### src/rtl/ysyx_23060278_pc_gen_if.sv
// Fetch-PC generator bundle: redirect requests from EXU/CSR in, IFU handshake and status out.
interface ysyx_23060278_pc_gen_if #(
    parameter int XLEN = 32
);
    logic            pc_ready;
    logic            trap_en;
    logic [XLEN-1:0] trap_vec;
    logic            mret_en;
    logic [XLEN-1:0] mepc;
    logic            jalr_en;
    logic            jal_en;
    logic            br_taken;
    logic [XLEN-1:0] target;
    logic            halt_req;
    logic [XLEN-1:0] pc;
    logic            pc_valid;
    logic [XLEN-1:0] snxt_pc;
    logic            flush;
    logic            misalign;
    logic [XLEN-1:0] misalign_addr;
    logic            halted;

    modport master (
        output pc_ready, trap_en, trap_vec, mret_en, mepc,
               jalr_en, jal_en, br_taken, target, halt_req,
        input  pc, pc_valid, snxt_pc, flush, misalign, misalign_addr, halted
    );

    modport slave (
        input  pc_ready, trap_en, trap_vec, mret_en, mepc,
               jalr_en, jal_en, br_taken, target, halt_req,
        output pc, pc_valid, snxt_pc, flush, misalign, misalign_addr, halted
    );
endinterface

### src/rtl/ysyx_23060278_pc_gen.sv
// Fetch-PC generator: boot delay, prioritised redirects, misaligned-target rejection, halt.
//
// state  | meaning
// S_BOOT | waiting BOOT_CYCLES after reset, pc held, no fetch offered
// S_RUN  | pc offered to IFU, redirects and sequential advance applied
// S_HALT | frozen until reset
module ysyx_23060278_pc_gen #(
    parameter int              XLEN        = 32,
    parameter logic [XLEN-1:0] RESET_PC    = 32'h8000_0000,
    parameter int              STEP        = 4,
    parameter int              BOOT_CYCLES = 2
) (
    input logic                     clk,
    input logic                     rst,
    ysyx_23060278_pc_gen_if.slave   s_if
);
    typedef enum logic [1:0] {
        S_BOOT = 2'd0,
        S_RUN  = 2'd1,
        S_HALT = 2'd2
    } state_t;

    localparam logic [7:0]      BOOT_LAST = 8'(BOOT_CYCLES - 1);
    localparam logic [XLEN-1:0] STEP_W    = XLEN'(STEP);

    state_t          r_state, w_state_nxt;
    logic [XLEN-1:0] r_pc, w_pc_nxt;
    logic [7:0]      r_boot_cnt, w_boot_cnt_nxt;
    logic            r_flush, w_flush_nxt;
    logic            r_misalign, w_misalign_nxt;
    logic [XLEN-1:0] r_misalign_addr, w_misalign_addr_nxt;

    logic [XLEN-1:0] w_snxt_pc;
    logic [XLEN-1:0] w_tgt;
    logic            w_redir;
    logic            w_chk_align;

    assign w_snxt_pc = r_pc + STEP_W;

    // Redirect source selection; only ALU-computed targets are alignment-checked.
    always_comb begin
        w_tgt       = '0;
        w_redir     = 1'b0;
        w_chk_align = 1'b0;
        if (s_if.trap_en) begin
            w_tgt   = {s_if.trap_vec[XLEN-1:2], 2'b00};
            w_redir = 1'b1;
        end else if (s_if.mret_en) begin
            w_tgt   = {s_if.mepc[XLEN-1:2], 2'b00};
            w_redir = 1'b1;
        end else if (s_if.jalr_en) begin
            w_tgt       = {s_if.target[XLEN-1:1], 1'b0};
            w_redir     = 1'b1;
            w_chk_align = 1'b1;
        end else if (s_if.jal_en || s_if.br_taken) begin
            w_tgt       = s_if.target;
            w_redir     = 1'b1;
            w_chk_align = 1'b1;
        end
    end

    always_comb begin
        w_state_nxt         = r_state;
        w_pc_nxt            = r_pc;
        w_boot_cnt_nxt      = r_boot_cnt;
        w_flush_nxt         = 1'b0;
        w_misalign_nxt      = 1'b0;
        w_misalign_addr_nxt = r_misalign_addr;
        case (r_state)
            S_BOOT: begin
                w_boot_cnt_nxt = r_boot_cnt + 8'd1;
                if (r_boot_cnt == BOOT_LAST) begin
                    w_state_nxt = S_RUN;
                end
            end
            S_RUN: begin
                if (s_if.halt_req) begin
                    w_state_nxt = S_HALT;
                end else if (w_redir) begin
                    if (w_chk_align && (w_tgt[1:0] != 2'b00)) begin
                        w_misalign_nxt      = 1'b1;
                        w_misalign_addr_nxt = w_tgt;
                    end else begin
                        w_pc_nxt    = w_tgt;
                        w_flush_nxt = 1'b1;
                    end
                end else if (s_if.pc_ready) begin
                    w_pc_nxt = w_snxt_pc;
                end
            end
            S_HALT: begin
            end
            default: begin
                w_state_nxt = S_BOOT;
            end
        endcase
    end

    always_ff @(posedge clk) begin
        if (rst) begin
            r_state         <= S_BOOT;
            r_pc            <= RESET_PC;
            r_boot_cnt      <= 8'd0;
            r_flush         <= 1'b0;
            r_misalign      <= 1'b0;
            r_misalign_addr <= '0;
        end else begin
            r_state         <= w_state_nxt;
            r_pc            <= w_pc_nxt;
            r_boot_cnt      <= w_boot_cnt_nxt;
            r_flush         <= w_flush_nxt;
            r_misalign      <= w_misalign_nxt;
            r_misalign_addr <= w_misalign_addr_nxt;
        end
    end

    assign s_if.pc            = r_pc;
    assign s_if.pc_valid      = (r_state == S_RUN);
    assign s_if.snxt_pc       = w_snxt_pc;
    assign s_if.flush         = r_flush;
    assign s_if.misalign      = r_misalign;
    assign s_if.misalign_addr = r_misalign_addr;
    assign s_if.halted        = (r_state == S_HALT);
endmodule
### src/flat_wrapper.sv
// flat-port wrapper written by rule: the top's interface ports become plain ports
module ysyx_23060278_pc_gen_flat 
#(
    parameter int              XLEN        = 32,
    parameter logic [XLEN-1:0] RESET_PC    = 32'h8000_0000,
    parameter int              STEP        = 4,
    parameter int              BOOT_CYCLES = 2
)
  (clk, rst, s_if_pc_ready, s_if_trap_en, s_if_trap_vec, s_if_mret_en, s_if_mepc, s_if_jalr_en, s_if_jal_en, s_if_br_taken, s_if_target, s_if_halt_req, s_if_pc, s_if_pc_valid, s_if_snxt_pc, s_if_flush, s_if_misalign, s_if_misalign_addr, s_if_halted);
  ysyx_23060278_pc_gen_if #(.XLEN(XLEN)) s_if_i ();
  input logic clk;
  input logic rst;
  input wire logic [$bits(s_if_i.pc_ready)-1:0] s_if_pc_ready;
  input wire logic [$bits(s_if_i.trap_en)-1:0] s_if_trap_en;
  input wire logic [$bits(s_if_i.trap_vec)-1:0] s_if_trap_vec;
  input wire logic [$bits(s_if_i.mret_en)-1:0] s_if_mret_en;
  input wire logic [$bits(s_if_i.mepc)-1:0] s_if_mepc;
  input wire logic [$bits(s_if_i.jalr_en)-1:0] s_if_jalr_en;
  input wire logic [$bits(s_if_i.jal_en)-1:0] s_if_jal_en;
  input wire logic [$bits(s_if_i.br_taken)-1:0] s_if_br_taken;
  input wire logic [$bits(s_if_i.target)-1:0] s_if_target;
  input wire logic [$bits(s_if_i.halt_req)-1:0] s_if_halt_req;
  output wire logic [$bits(s_if_i.pc)-1:0] s_if_pc;
  output wire logic [$bits(s_if_i.pc_valid)-1:0] s_if_pc_valid;
  output wire logic [$bits(s_if_i.snxt_pc)-1:0] s_if_snxt_pc;
  output wire logic [$bits(s_if_i.flush)-1:0] s_if_flush;
  output wire logic [$bits(s_if_i.misalign)-1:0] s_if_misalign;
  output wire logic [$bits(s_if_i.misalign_addr)-1:0] s_if_misalign_addr;
  output wire logic [$bits(s_if_i.halted)-1:0] s_if_halted;
  assign s_if_i.pc_ready = s_if_pc_ready;
  assign s_if_i.trap_en = s_if_trap_en;
  assign s_if_i.trap_vec = s_if_trap_vec;
  assign s_if_i.mret_en = s_if_mret_en;
  assign s_if_i.mepc = s_if_mepc;
  assign s_if_i.jalr_en = s_if_jalr_en;
  assign s_if_i.jal_en = s_if_jal_en;
  assign s_if_i.br_taken = s_if_br_taken;
  assign s_if_i.target = s_if_target;
  assign s_if_i.halt_req = s_if_halt_req;
  assign s_if_pc = s_if_i.pc;
  assign s_if_pc_valid = s_if_i.pc_valid;
  assign s_if_snxt_pc = s_if_i.snxt_pc;
  assign s_if_flush = s_if_i.flush;
  assign s_if_misalign = s_if_i.misalign;
  assign s_if_misalign_addr = s_if_i.misalign_addr;
  assign s_if_halted = s_if_i.halted;
  ysyx_23060278_pc_gen #(.XLEN(XLEN), .RESET_PC(RESET_PC), .STEP(STEP), .BOOT_CYCLES(BOOT_CYCLES)) u_core (.clk(clk), .rst(rst), .s_if(s_if_i));
endmodule
### config.mk
export PLATFORM = sky130hd
export DESIGN_NAME = ysyx_23060278_pc_gen_flat
export DESIGN_NICKNAME = d
export VERILOG_FILES = /design/src/rtl/ysyx_23060278_pc_gen_if.sv /design/src/rtl/ysyx_23060278_pc_gen.sv /design/src/flat_wrapper.sv
export SDC_FILE = /design/constraint.sdc
export NUM_CORES = 1
export LEC_CHECK = 0
export ABC_AREA = 1
export CORE_ASPECT_RATIO = 1.1
export CORE_MARGIN = 10
export CORE_UTILIZATION = 40
export CTS_CLUSTER_DIAMETER = 150
export CTS_CLUSTER_SIZE = 28
export DETAILED_ROUTE_END_ITERATION = 8
export DONT_BUFFER_PORTS = 1
export HOLD_SLACK_MARGIN = 0.08
export PLACE_DENSITY = 0.56
export SLEW_MARGIN = 40
export SYNTH_ARGS = -nofsm -noshare
export SYNTH_HDL_FRONTEND = slang
export SYNTH_SLANG_ARGS = --single-unit
### constraint.sdc
create_clock -name clk -period 2.3 [get_ports clk]
set_input_delay 0.46 -clock clk [delete_from_list [all_inputs] [get_ports clk]]
set_output_delay 0.46 -clock clk [all_outputs]
set_load 0.005 [all_outputs]
==> results of run 1 <==
-- synth_stat cells (5+ instances only) --
| library cell | instances |
|---|---|
| nand2_1 | 233 |
| and2_1 | 5 |
| nor2_1 | 163 |
| a21oi_1 | 29 |
| o21ai_1 | 27 |
| buf_2 | 13 |
| nand3_1 | 81 |
| xor2_1 | 5 |
| clkbuf_1 | 18 |
| nor2_2 | 5 |
| inv_1 | 63 |
| xnor2_1 | 5 |
| dfxtp_1 | 76 |
| o21ai_0 | 41 |
-- registers in the layout, summed over array words and instances, names as in the netlist --
| register | cells |
|---|---|
| u_core.s_if.misalign | 1 |
| u_core.s_if.pc | 32 |
| u_core.s_if.misalign_addr | 32 |
| u_core.s_if.flush | 1 |
| u_core.r_state | 2 |
| u_core.r_boot_cnt | 8 |
-- cell type report --
| type | count | share of cell area |
|---|---|---|
| tap | 150 | 0.0367 |
| clock buffer | 10 | 0.0448 |
| inverter | 67 | 0.0492 |
| timing repair buffer | 11 | 0.0162 |
| clock inverter | 6 | 0.0218 |
| multi-input combinational | 611 | 0.529 |
| sequential | 76 | 0.302 |
-- cell families (layout without fill, tap and decap cells) --
logic type	after synthesis	count (layout)	synth area share
AO/OA/AOI/OAI	97	97	0.105
XOR/XNOR	10	10	0.0190
adder cells (fa/ha/maj)	3	3	0.00814
buffers and inverters	103	94	0.0906
flip-flops	76	76	0.330
AND/OR/NAND/NOR	501	501	0.447
-- per-layer routing --
layer  global-route usage  routed length (µm)  up-vias
met1                0.239                6640     2288
li1                     -                   -     2455
met3               0.0762                1690       35
met4               0.0891                 625        0
met5                    0                   0        -
met2                0.351                8480      211
-- worst reg2reg max path, delay by kind of cell (launching register included) --
family / cells / cell delay [ns]
XOR/XNOR: 1 / 0.44
adder cells (fa/ha/maj): 1 / 0.19
buffers and inverters: 1 / 0.13
flip-flops: 1 / 0.40
AND/OR/NAND/NOR: 5 / 0.54
-- stage by stage --
stage | util | worst slack [ns]
2_1_floorplan | - | 0.495
3_3_place_gp | 0.414 | 0.306
3_5_place_dp | 0.414 | 0.263
4_1_cts | 0.445 | 0.0114
5_1_grt | 0.449 | 0.000482
6_report | 0.449 | 0.0782
-- where the power goes --
| group | switching [W] | total, W | internal, W |
|---|---|---|---|
| Clock | 0.000596 | 0.00166 | 0.00106 |
| Sequential | 0.000183 | 0.00162 | 0.00144 |
| Combinational | 0.000416 | 0.000629 | 0.000212 |
-- what timing repair did --
action                     CTS  global route
resized for setup            6            20
setup buffers                0             0
setup endpoints to repair    4            17
-- worst min path at each step --
stage          depth (start not counted)                            to                         start  slack [ns]
3_3_place_gp                           2  u_core.s_if.misalign_addr[0]  u_core.s_if.misalign_addr[0]        0.48
2_1_floorplan                          2             u_core.s_if.pc[0]             u_core.s_if.pc[0]        0.45
5_1_grt                                1             u_core.r_state[0]                           rst        0.17
3_5_place_dp                           2  u_core.s_if.misalign_addr[1]  u_core.s_if.misalign_addr[1]        0.48
4_1_cts                                1  u_core.s_if.misalign_addr[1]                           rst        0.18
6_report                               1  u_core.s_if.misalign_addr[1]                           rst        0.18
==> reports/qor.yml, run 1 <==
status: "complete, no violations"
htreeDepth: 3
crit_cells: 5
grt_overflow_total: 0
hp-class: "input port to flip-flop"
hold_viol: 0
vias: 4989
wl_per_cell_um: 18.7
cts_buffer_depth: 2
path_max_fanout: 6
fill_cells: 1243
first_iter_violations: 375
final_common_cell: "nand2_1"
worst_path_max_delay_cell: "dfxtp_2"
finalMaxSlewViolations: 0
rsz0062_at_grt: "false"
tightest_slew_ns: 0.555
start_util: 0.405
clock-root-buffer: "clkbuf_16"
syn_nets: 898
finalCriticalPeriod_ns: 2.22
r2r-end: "u_core.s_if.pc[6]"
stdcell_count: 931
cpPeakStageDelay_ns: 0.40
diodes: 0
dieArea_um2: 16200
setup_viol: 0
ctsHoldBuffers: 0
p_per_area_nw_per_um2: 765
path_class: "flip-flop to output pin"
fin_total_pwr_w: 0.00391
syn_inst: 790
synth_top_area_share: 0.330
die_h_um: 133
grt_antenna_before_repair: 0
ys_ff_latch: 76
design.core.area_um2: 11400
ys_types: 27
finalSetupTns_ns: 0
seq_area_um2: 1540
finalCritPeriodShare: 0.966
reg2reg_from: "u_core.s_if.pc[2]"
worstPathArrival_ns: 1.76
grt_first_pass_wirelength_mm: 27.1
ant_nets: 0
ioPinCount: 205
worstPathRequired_ns: 1.84
r2r_cells: 8
slew_headroom: 0.629
synth-main-ff-cell: "dfxtp_1"
startpoint: "u_core.s_if.pc[2]"
cts.reportedPaths.clkPinSlew_ns: 0.06
io_buffers: 0
path_common_cell: "nor2_1"
via_per_inst: 5.36
ir_drop_uv: 302
drc: 0
final_cell_mix: "nand2_1, nor2_1, nand3_1"
grt_pass1_vias: 4768
synth_edf_count: 0
synth_area_leaders: "dfxtp_1, nand2_1, nor2_1, nand3_1, inv_1"
timing.hold.ws_ns: 0.184
final_nets: 884
clock-skew-final_ns: 0.00708
drive_gt1_frac: 0.0858
firstDrtPassIters: 5
die_x_um: 122
path_delay_family: "simple AND/OR/NAND/NOR gates"
async_reset_ff_frac: 0
grtUsageTotal: 0.212
cts_tree: "yes"
dpl.hpwl_mm: 14.0
finalWirelength_mm: 17.4
crit_buf_inv: 1
placed_cells: 915
critical_path.endpoint: "s_if_snxt_pc[17]"
syn-cell-area_um2: 4610
fin_area_um2: 5110
cts_inserted_buffers: 9
clock-sinks: 76
grt_max_degree: 35
p_leak_nw: 2.13
maxCapViolCount: 0
multiInputGateArea_um2: 2710
synth_warnings: 0
syn_area_per_cell_um2: 5.84
syn_to_final_growth_pct: 10.8
worst-r2r-setup-slack_ns: 0.56
rows: 41
cp-end-kind: "output pin"
yosysTopAreaCell: "dfxtp_1"
max_freq_mhz: 450
gp_congestion: 0.951
clk_latency_ns: 0.34
critPathLaunchType: "flip-flop"
dpl_cell_area_um2: 4720
ys_seq_area_frac: 0.330
path_cells: "inv_1, nor2_1, nand2_2, nor2_1, xor2_2"
Note: power is estimated with default switching activity, not from simulation.
==> run 2: changes to the inputs <==
--- a/config.mk
+++ b/config.mk
@@ -14,6 +14,7 @@
 export DETAILED_ROUTE_END_ITERATION = 8
 export DONT_BUFFER_PORTS = 1
 export HOLD_SLACK_MARGIN = 0.08
+export MAX_ROUTING_LAYER = met4
 export PLACE_DENSITY = 0.56
 export SLEW_MARGIN = 40
 export SYNTH_ARGS = -nofsm -noshare
==> constraint.sdc (replaced) <==
create_clock -name clk -period 2.2 [get_ports clk]
set_input_delay 0.44 -clock clk [delete_from_list [all_inputs] [get_ports clk]]
set_output_delay 0.44 -clock clk [all_outputs]
set_load 0.005 [all_outputs]
==> run 2 against run 1 <==
Against the previous run:
- clock power decreased by 11%
- count of clock-buffer cells in the layout up 1
- setup slack worse by 0.014 ns
- clock skew about the same
- non-clock buffer count up 3
- first-iteration DRC count shrank 7.2%
- via count is 0.44% lower
- cell count rose by 0.32%
==> reports/qor.yml, run 2 (same netlist as run 1, synthesis figures left out) <==
status: "complete, no violations"
design.core.area_um2: 11400  # unchanged
clock-sinks: 76  # unchanged
setup_viol: 0  # unchanged
fin_ws_ns: 0.0640  # -0.0141 ns
ant_nets: 0  # unchanged
dpl_cell_area_um2: 4730  # +0.32%
fin_total_pwr_w: 0.00384  # -1.7%
start_util: 0.405  # unchanged
wl_per_cell_um: 18.8  # +0.57%
hold_viol: 0  # unchanged
diodes: 0  # unchanged
cts_buffer_depth: 2  # unchanged
finalCriticalPeriod_ns: 2.14
worstPathArrival_ns: 1.70  # -0.06 ns
maxCapViolCount: 0  # unchanged
worstPathRequired_ns: 1.76  # -0.08 ns
grt_first_pass_wirelength_mm: 26.9  # -0.71%
vias: 4967  # -0.44%
syn_to_final_growth_pct: 10.9  # about the same
rsz0062_at_grt: "false"
finalCritPeriodShare: 0.971
clock-skew-final_ns: 0.00714  # +0.0000626 ns
cts_inserted_buffers: 9  # unchanged
cts_tree: "yes"
p_leak_nw: 2.12  # -0.29%
grt_overflow_total: 0  # unchanged
fin_area_um2: 5110  # about the same
finalSetupTns_ns: 0  # unchanged
slew_headroom: 0.643  # +0.0141
grt_pass1_vias: 4800  # +0.67%
fill_cells: 1265  # +1.8%
final_nets: 887  # +0.34%
path_class: "flip-flop to output pin"
io_buffers: 0  # unchanged
critPathLaunchType: "flip-flop"
path_max_fanout: 7  # +1
ioPinCount: 205  # unchanged
ctsHoldBuffers: 0  # unchanged
grtUsageTotal: 0.216  # +0.00384
clock-root-buffer: "clkbuf_16"
dieArea_um2: 16200  # unchanged
ir_drop_uv: 283  # -6.2%
die_x_um: 122  # unchanged
firstDrtPassIters: 5  # unchanged
via_per_inst: 5.32  # -0.76%
rows: 41  # unchanged
hp-class: "input port to flip-flop"
final_common_cell: "nand2_1"
drc: 0  # unchanged
max_freq_mhz: 468
gp_congestion: 0.885  # -6.9%
drive_gt1_frac: 0.101  # +0.0150
dpl.hpwl_mm: 13.9  # -0.27%
dp_slack_ns: 0.215  # -0.0478 ns
seq_area_um2: 1550  # +0.32%
p_per_area_nw_per_um2: 752  # -1.7%
die_h_um: 133  # unchanged
htreeDepth: 3  # unchanged
grt_antenna_before_repair: 0  # unchanged
grt_max_degree: 38  # +8.6%
clk_latency_ns: 0.34  # about the same
finalMaxSlewViolations: 0  # unchanged
final_cell_mix: "nand2_1, nor2_1, nand3_1"
multiInputGateArea_um2: 2740  # +1.1%
tightest_slew_ns: 0.534  # -0.0213 ns
first_iter_violations: 348  # -7.2%
cts.reportedPaths.clkPinSlew_ns: 0.06  # about the same
cp-end-kind: "output pin"
finalWirelength_mm: 17.6  # +0.89%
-- run 2: cell count changes in the layout (fill, tap and decap cells not counted), moves of 2 or more --
cell / before / now
nor2_2: 12 / 15
buf_4: 11 / 14
dfxtp_2: 14 / 18
nor2_1: 156 / 151
nor2_4: 2 / 4
clkinv_2: 1 / 3
dfxtp_1: 61 / 57
bufinv_16: 3 / 1
-- run 2: timing repair --
| action | CTS | global route |
|---|---|---|
| pin swaps | 0 | 1 |
| resized for setup | 12 | 26 |
| endpoints found under the setup margin | 7 | 21 |
| setup buffers | 0 | 1 |
-- run 2: area by class of cell --
| type | count | share of cell area |
|---|---|---|
| clock buffers | 11 | 0.0455 |
| clock inverters | 5 | 0.0103 |
| inverters | 67 | 0.0492 |
| multi-input cells | 611 | 0.535 |
| flip-flops and latches | 76 | 0.303 |
| well taps | 150 | 0.0367 |
| repair buffers | 14 | 0.0206 |
-- run 2: per-stage QoR --
step           hold WS (ns)  std cells  utilization
2_1_floorplan         0.446        790            -
3_3_place_gp          0.476        917        0.416
3_5_place_dp          0.481        917        0.416
4_1_cts               0.160        933        0.444
5_1_grt               0.156        934        0.449
6_report              0.170        934        0.449
-- run 2: path summary, 6_finish.rpt --
path	depth (start not counted)	slack, ns	endpoint	startpoint
max	5	0.06	s_if_snxt_pc[16]	u_core.s_if.pc[4]
min reg2reg	2	0.49	u_core.s_if.pc[0]	u_core.s_if.pc[0]
min	1	0.17	u_core.s_if.misalign_addr[1]	rst
max reg2reg	8	0.45	u_core.s_if.pc[6]	u_core.s_if.pc[3]
-- run 2: routing by layer --
metal | global-route usage | vias to the layer above | wire length [µm]
met3 | 0.0562 | 27 | 1350
li1 | - | 2465 | -
met2 | 0.354 | 182 | 8770
met1 | 0.249 | 2293 | 7070
met5 | - | - | 0
met4 | 0.0734 | 0 | 396
-- run 2: report_power, final --
group          total, W  internal, W  switching [W]  leakage [nW]
combinational  0.000676     0.000228       0.000448          1.36
clock           0.00147     0.000874       0.000600         0.139
sequential      0.00169      0.00151       0.000186         0.624
-- run 2: worst max-delay path, stage by stage (launching register included) --
cell and delay (ns):
dfxtp_2 0.42, nand2_1 0.13, nor2_1 0.17, nand2_1 0.13, nor2_2 0.24, xor2_1 0.27
